<file path="src/rtl/cpu_pkg.sv">
// Shared pipeline definitions: MEM->WB lane layout and helpers.
// Lane fields, MSB->LSB: lane_v, dest, we, result, dm_addr, pc.
package cpu_pkg;

  function automatic int lane_w(input int xlen);
    return 7 + 3 * xlen;
  endfunction

  function automatic int pc_lsb(input int xlen);
    return 0;
  endfunction

  function automatic int dm_lsb(input int xlen);
    return xlen;
  endfunction

  function automatic int res_lsb(input int xlen);
    return 2 * xlen;
  endfunction

  function automatic int we_bit(input int xlen);
    return 3 * xlen;
  endfunction

  function automatic int dest_lsb(input int xlen);
    return 3 * xlen + 1;
  endfunction

  function automatic int v_bit(input int xlen);
    return 3 * xlen + 6;
  endfunction

  localparam int LANE_W = 7 + 3 * 32;

  function automatic logic [2:0] popcount(input logic [3:0] v);
    return {2'b0, v[0]} + {2'b0, v[1]} + {2'b0, v[2]} + {2'b0, v[3]};
  endfunction

endpackage

</file>
<file path="src/rtl/wb_lane_merge.sv">
// Same-destination collision kill between retire lanes.
// A lane loses when any higher-index lane writes the same register.
module wb_lane_merge
  import cpu_pkg::*;
#(
  parameter int LANES = 1
) (
  input  logic [LANES-1:0]   rf_we_raw,
  input  logic [LANES*5-1:0] dest,
  output logic [LANES-1:0]   killed
);

  // Highest-index writer of a register wins.
  always_comb begin
    killed = '0;
    for (int j = 0; j < LANES; j++) begin
      for (int k = j + 1; k < LANES; k++) begin
        if (rf_we_raw[j] && rf_we_raw[k] &&
            dest[j*5 +: 5] == dest[k*5 +: 5])
          killed[j] = 1'b1;
      end
    end
  end

endmodule

</file>
<file path="src/rtl/wb_stage.sv">
// Registered write-back stage: latches MEM->WB, retires lanes,
// publishes hazard dests, retire trace and instret.
module wb_stage
  import cpu_pkg::*;
#(
  parameter  int LANES  = 1,
  parameter  int XLEN   = 32,
  localparam int LANE_W = lane_w(XLEN)
) (
  input  logic                    clk,
  input  logic                    rst,
  input  logic                    mem_valid_i,
  input  logic [LANES*LANE_W-1:0] mem2wb_bus_i,
  output logic                    wb_allowin_o,
  input  logic                    hold_i,
  output logic [LANES-1:0]        rf_we_o,
  output logic [LANES*5-1:0]      rf_wdest_o,
  output logic [LANES*XLEN-1:0]   rf_wdata_o,
  output logic [LANES*5-1:0]      ctl_wb_dest_o,
  output logic                    ctl_wb_over_o,
  output logic [LANES-1:0]        retire_v_o,
  output logic [LANES*XLEN-1:0]   retire_pc_o,
  output logic [LANES*XLEN-1:0]   retire_dm_addr_o,
  output logic [63:0]             instret_o
);

  localparam int PC_L = pc_lsb(XLEN);
  localparam int DM_L = dm_lsb(XLEN);
  localparam int RS_L = res_lsb(XLEN);
  localparam int WE_B = we_bit(XLEN);
  localparam int DS_L = dest_lsb(XLEN);
  localparam int V_B  = v_bit(XLEN);

  logic                    wb_valid;
  logic [LANES*LANE_W-1:0] payload;
  logic                    wb_over;
  logic [LANES-1:0]        lane_live;
  logic [LANES-1:0]        lane_we;
  logic [LANES-1:0]        rf_we_raw;
  logic [LANES-1:0]        killed;
  logic [LANES*5-1:0]      dest;
  logic [3:0]              rv4;
  logic [63:0]             instret;

  assign wb_over       = wb_valid & ~hold_i;
  assign wb_allowin_o  = ~wb_valid | wb_over;
  assign ctl_wb_over_o = wb_over;
  assign instret_o     = instret;

  // Bundle register: load beats drain; payload kept on drain.
  always_ff @(posedge clk) begin
    if (rst) begin
      wb_valid <= 1'b0;
    end else if (mem_valid_i && wb_allowin_o) begin
      wb_valid <= 1'b1;
      payload  <= mem2wb_bus_i;
    end else if (wb_over) begin
      wb_valid <= 1'b0;
    end
  end

  // Unpack lanes and form raw writes, hazard dests and trace.
  always_comb begin
    lane_live        = '0;
    lane_we          = '0;
    rf_we_raw        = '0;
    dest             = '0;
    rf_wdata_o       = '0;
    retire_pc_o      = '0;
    retire_dm_addr_o = '0;
    ctl_wb_dest_o    = '0;
    retire_v_o       = '0;
    for (int k = 0; k < LANES; k++) begin
      lane_live[k] = wb_valid & payload[k*LANE_W + V_B];
      lane_we[k]   = payload[k*LANE_W + WE_B];
      dest[k*5 +: 5] = payload[k*LANE_W + DS_L +: 5];
      rf_wdata_o[k*XLEN +: XLEN] =
        payload[k*LANE_W + RS_L +: XLEN];
      retire_pc_o[k*XLEN +: XLEN] =
        payload[k*LANE_W + PC_L +: XLEN];
      retire_dm_addr_o[k*XLEN +: XLEN] =
        payload[k*LANE_W + DM_L +: XLEN];
      rf_we_raw[k] = lane_live[k] & lane_we[k] &
                     (dest[k*5 +: 5] != 5'd0);
      if (lane_live[k] && lane_we[k])
        ctl_wb_dest_o[k*5 +: 5] = dest[k*5 +: 5];
      retire_v_o[k] = lane_live[k] & wb_over;
    end
  end

  assign rf_wdest_o = dest;
  assign rf_we_o    = rf_we_raw & ~killed & {LANES{wb_over}};

  wb_lane_merge #(.LANES(LANES)) u_merge (
    .rf_we_raw (rf_we_raw),
    .dest      (dest),
    .killed    (killed)
  );

  // Zero-extend the retire vector for the shared popcount.
  always_comb begin
    rv4 = '0;
    rv4[LANES-1:0] = retire_v_o;
  end

  // Retired-instruction counter, wraps silently.
  always_ff @(posedge clk) begin
    if (rst)
      instret <= '0;
    else
      instret <= instret + {61'd0, popcount(rv4)};
  end

endmodule

</file>
<file path="config.mk">
export PLATFORM = sky130hd
export DESIGN_NAME = wb_stage
export DESIGN_NICKNAME = d
export VERILOG_FILES = /design/src/rtl/cpu_pkg.sv /design/src/rtl/wb_lane_merge.sv /design/src/rtl/wb_stage.sv
export SDC_FILE = /design/constraint.sdc
export NUM_CORES = 1
export LEC_CHECK = 0
export ABC_AREA = 1
export CAP_MARGIN = 5
export CORE_UTILIZATION = 47
export CTS_BUF_LIST = sky130_fd_sc_hd__clkbuf_8
export DETAILED_ROUTE_END_ITERATION = 6
export GPL_ROUTABILITY_DRIVEN = 0
export PLACE_DENSITY = 0.86
export SLEW_MARGIN = 20
export SYNTH_ARGS = -nofsm -noshare
export SYNTH_HDL_FRONTEND = slang
export SYNTH_SLANG_ARGS = --single-unit
</file>
<file path="constraint.sdc">
create_clock -name clk -period 9.1 [get_ports clk]
set_clock_uncertainty 0.15 [all_clocks]
set_input_delay 2.73 -clock clk [delete_from_list [all_inputs] [get_ports clk]]
set_output_delay 2.73 -clock clk [all_outputs]
set_load 0.02 [all_outputs]
</file>
Word level (Yosys, flattened, before mapping)
Index checks and enable logic that the tools add are counted.
W data, S select, Z words.
{"block": "classes", "bitwise": 10, "div": 0, "order_cmp": 0, "n_mul": 0, "n_eq_ne": 0, "reduce_logical": 5, "shift": 0, "add_sub_neg": 1, "mux": 3}
{"cell": "$add A64 B1 Y64", "count": 1}
{"cell": "$and A1 B1 Y1", "count": 6}
{"cell": "$mux W5", "count": 1}
{"cell": "$reduce_bool A5 Y1", "count": 1}
{"cell": "$not A1 Y1", "count": 3}
{"cell": "$logic_and A1 B1 Y1", "count": 2}
{"cell": "$mux W1", "count": 2}
{"cell": "$reduce_and A2 Y1", "count": 1}
{"cell": "$reduce_bool A2 Y1", "count": 1}
{"cell": "$or A1 B1 Y1", "count": 1}
{"block": "totals", "word_cells": 22, "ff_bits": 168, "output_inout_bits": 174, "memories": 0, "ramBits": 0, "romBits": 0, "latch_bits": 0}

Depth between registers and ports, before layout
{"block": "depth", "ltp_word": 5, "ltp_mapped": 14, "ltp_nobuf": 14}

Cells and area by module
Synthesis repeated with hierarchy kept, for this count alone.
{"block": "unflattened", "cells_unflattened": 884, "hier_area_um2": 7856.3}
{"module": "wb_stage", "area_each_um2": 7845.0, "n_inst": 1, "cells_per_inst": 882}
{"module": "wb_lane_merge", "area_each_um2": 11.3, "n_inst": 1, "cells_per_inst": 2}

Least setup slack after synthesis
OpenSTA, ideal clock, no wires.
{"block": "synth_timing", "path_kind": "input to register", "startpoint": "input port hold_i", "endpoint": "register payload[0], enable pin", "arrival_time_ns": 7.319, "stages": 3, "path_buffers": 0, "required_ns": 8.384, "slack_ns": 1.065, "path_cell_list": "nand2_1 > nand2_1 > nor2_1"}
{"block": "synth_between", "elab_chain_len": 5}
{"element": "start: declaration", "line_no": "wb_stage.sv:15", "text": "input logic hold_i,"}
{"element": "$not A1 Y1", "line_no": "wb_stage.sv:45", "text": "assign wb_over = wb_valid & ~hold_i;"}
{"element": "$and A1 B1 Y1", "line_no": "wb_stage.sv:45"}
{"element": "$or A1 B1 Y1", "line_no": "wb_stage.sv:46", "text": "assign wb_allowin_o = ~wb_valid | wb_over;"}
{"element": "$logic_and A1 B1 Y1", "line_no": "wb_stage.sv:54", "text": "end else if (mem_valid_i && wb_allowin_o) begin"}
{"element": "$reduce_and A2 Y1 (no line)"}
{"element": "end signal: assignment", "line_no": "wb_stage.sv:56", "text": "payload <= mem2wb_bus_i;"}
{"element": "end: declaration", "line_no": "wb_stage.sv:35", "text": "logic [LANES*LANE_W-1:0] payload;"}
Every way passes these cells.
A chain may end at the register's enable or synchronous reset.

Worst setup path after layout
{"block": "layout_timing", "startpoint": "input port hold_i", "endpoint": "output port rf_we_o"}
{"block": "layout_between", "elab_chain_len": 3}
{"element": "$not A1 Y1", "line_no": "wb_stage.sv:45"}
{"element": "$and A1 B1 Y1", "line_no": "wb_stage.sv:45"}
{"element": "$and A1 B1 Y1", "line_no": "wb_stage.sv:92", "text": "assign rf_we_o = rf_we_raw & ~killed & {LANES{wb_over}};"}
{"element": "end: declaration", "line_no": "wb_stage.sv:16", "text": "output logic [LANES-1:0] rf_we_o,"}
Every way passes these cells.

==> metrics <==
fraction of layout cells with a size suffix above 1 0.0571; Crit. End Element output pin; core area 16,100 sq um; vias in the first global route 5,806; min cycle time layout 7.14 ns; mean routed wirelength per cell 16.2 um; Num CTS Buffers 17; Leakage Power 3.88 nW; DR pass1 iterations 5; syn avg cell area 8.90 sq um; async set-reset flop share out of synthesis 0; TNS Setup 0 ns; placed cell area 10,100 sq um; Die W 131 um; Critical Path Start hold_i; Seq cells post-synth 168; Yosys top cell area share 0.396; Peak Freq 140 MHz; final wirelength 21,100 um; Chip Height 131 um; cts repair resizes 0; worst hold path type register to register; Total Nets Final 1,181; commonest non-fill, non-tap cell in the layout clkdlybuf4s50_1; Iter 0 DRT Violations 433; synthesized-area fraction occupied by ao, oa, aoi and oai cells 0.0346; Slew HR 0.423; CTS tree yes; period utilisation layout 0.784; post-synthesis sequential area ratio 0.563; Mapped Area 7810 sq um; largest net degree at the start of global routing 98; number of port buffers 280; Max Cap Viol 0; die area 17,100 sq um; Post-Syn Instances 877; # IOs 281; RSZ-0062 raised after global routing no; DR vias 6,241; CTS Sinks 168; critical path type input pin to output pin; final hold viol count 0; pwr dens 138 nW/um^2; Hold Crit Depth 2; r2r startpoint wb_valid$_SDFFE_PP0P_; WP data required 6.22 ns; DP HPWL 16,200 um; Reg clk slew, reported paths 0.09 ns; post-CTS setup buffers 0; synth top area cells edfxtp_1 (40%), dfxtp_1 (17%), nand2_1 (10%); initial antenna violation count 0; first-pass GRT wire length 31,100 um; Crit Path Max Fanout 3; Synth Area in Simple Gates 0.245; Area Growth Syn to Fin 34.3%; commonest cells after routing, fill and taps aside clkdlybuf4s50_1 (280), nand2_1 (207), nor2_1 (174); main combinational cell family by area after synthesis simple AND/OR/NAND/NOR gates; Congestion Overflow GR 0; Synth warnings 0; Rows 46; Worst EP arrival 4.26 ns; worst slew pin tran 0.866 ns; Syn Nets 986; hold_sp instret_o[63]$_SDFF_PP0_; Post-synth EDFFs 103; adder-cell share of the synthesized area 0.00320; CTS Buffer Depth 2; clk_lat worst skew 0.46 ns; final setup fails 0; largest area contributor in the synthesized netlist edfxtp_1; Final Non-Filler Cells 1,302; DRT antenna net count 0; Post-Synth XOR/XNOR Area 0.0112; drt drc 0; initial core utilization 0.486; GRT Total Usage 0.247; max-slew violations 0; Vias/cell 4.79; Synth cell types 30; clk root buf clkbuf_8; Startpoint Class input pin; FF-to-FF path depth 12; # hold bufs at CTS 0; run status finished clean; post-synthesis mux area share 0; Max IR drop VDD 99.2 uV; H-Tree Depth 4; Placed Cells 1,269; Design Area, Final 10,500 sq um; Synth Flop Type edfxtp_1
## cells by family (layout without fill, tap and decap cells)
group                      after synthesis  count (layout)
and+or+nand+nor                        450             450
adders and majority gates                2               2
buffers and inverters                  198             406
DFF                                    168             168
xor gates and xnor gates                10              10
AOI/OAI and AO/OA                       49              49
other                                    0               1
## path summary, 6_finish.rpt
kind,end,slack (ns)
hold reg to reg,instret_o[63]$_SDFF_PP0_,0.36
setup reg to reg,instret_o[42]$_SDFF_PP0_,6.65
setup / recovery,rf_we_o,1.96
hold / removal,instret_o[63]$_SDFF_PP0_,0.36
## registers in the layout, summed over array words and instances, names as in the netlist
register	flops
instret_o	64
wb_valid	1
payload	103
## cell usage after synthesis (2+ instances only)
cell	instances
nand2_1	207
nor2_1	175
edfxtp_1	103
buf_4	101
inv_1	89
dfxtp_1	65
nand3_1	27
a21oi_1	25
o21ai_0	14
nand4_1	12
xor2_1	9
nor2_4	7
nand2_2	6
o21bai_1	6
nor2_2	5
buf_1	3
clkbuf_1	3
nand2_4	3
ha_1	2
inv_2	2
nand3_2	2
nor2_8	2
o21a_1	2
## area by class of cell
class / instances / area [sq um]
Clock inverter: 15 / 119
Antenna cell: 1 / 2.50
Multi-Input combinational cell: 511 / 2300
Sequential cell: 168 / 4390
Tap cell: 216 / 270
Clock buffer: 17 / 234
Timing Repair Buffer: 283 / 2830
Fill cell: 1259 / 5570
Inverter: 91 / 342
## critical path, stage by stage
cell	delay, ns
clkdlybuf4s50_1	0.45
nor2_1	0.23
o311ai_0	0.17
inv_1	0.08
clkdlybuf4s50_1	0.60
## stage by stage
step	total power, W	hold slack, ns	worst slack [ns]	util
floorplan	0.000923	0.397	1.07	-
global placement	0.000986	0.338	2.02	0.631
detailed placement	0.000990	0.333	1.99	0.631
CTS	0.00147	0.357	1.98	0.653
global route	0.00150	0.384	1.89	0.653
finish	0.00145	0.358	1.96	0.653
## metal layers
| metal | wire length (um) | track usage | up-vias |
|---|---|---|---|
| li1 | - | - | 3071 |
| met1 | 7920 | 0.275 | 2847 |
| met2 | 10400 | 0.431 | 281 |
| met3 | 2040 | 0.0729 | 42 |
| met4 | 712 | 0.116 | 0 |
| met5 | 0 | 0 | - |
## report_power, final
group          internal, W  switching, W  leakage, nW
logic            0.0000743     0.0000602         2.22
clock network     0.000193      0.000287        0.180
registers         0.000831    0.00000590         1.49
Power figures use the tool's default switching activity.
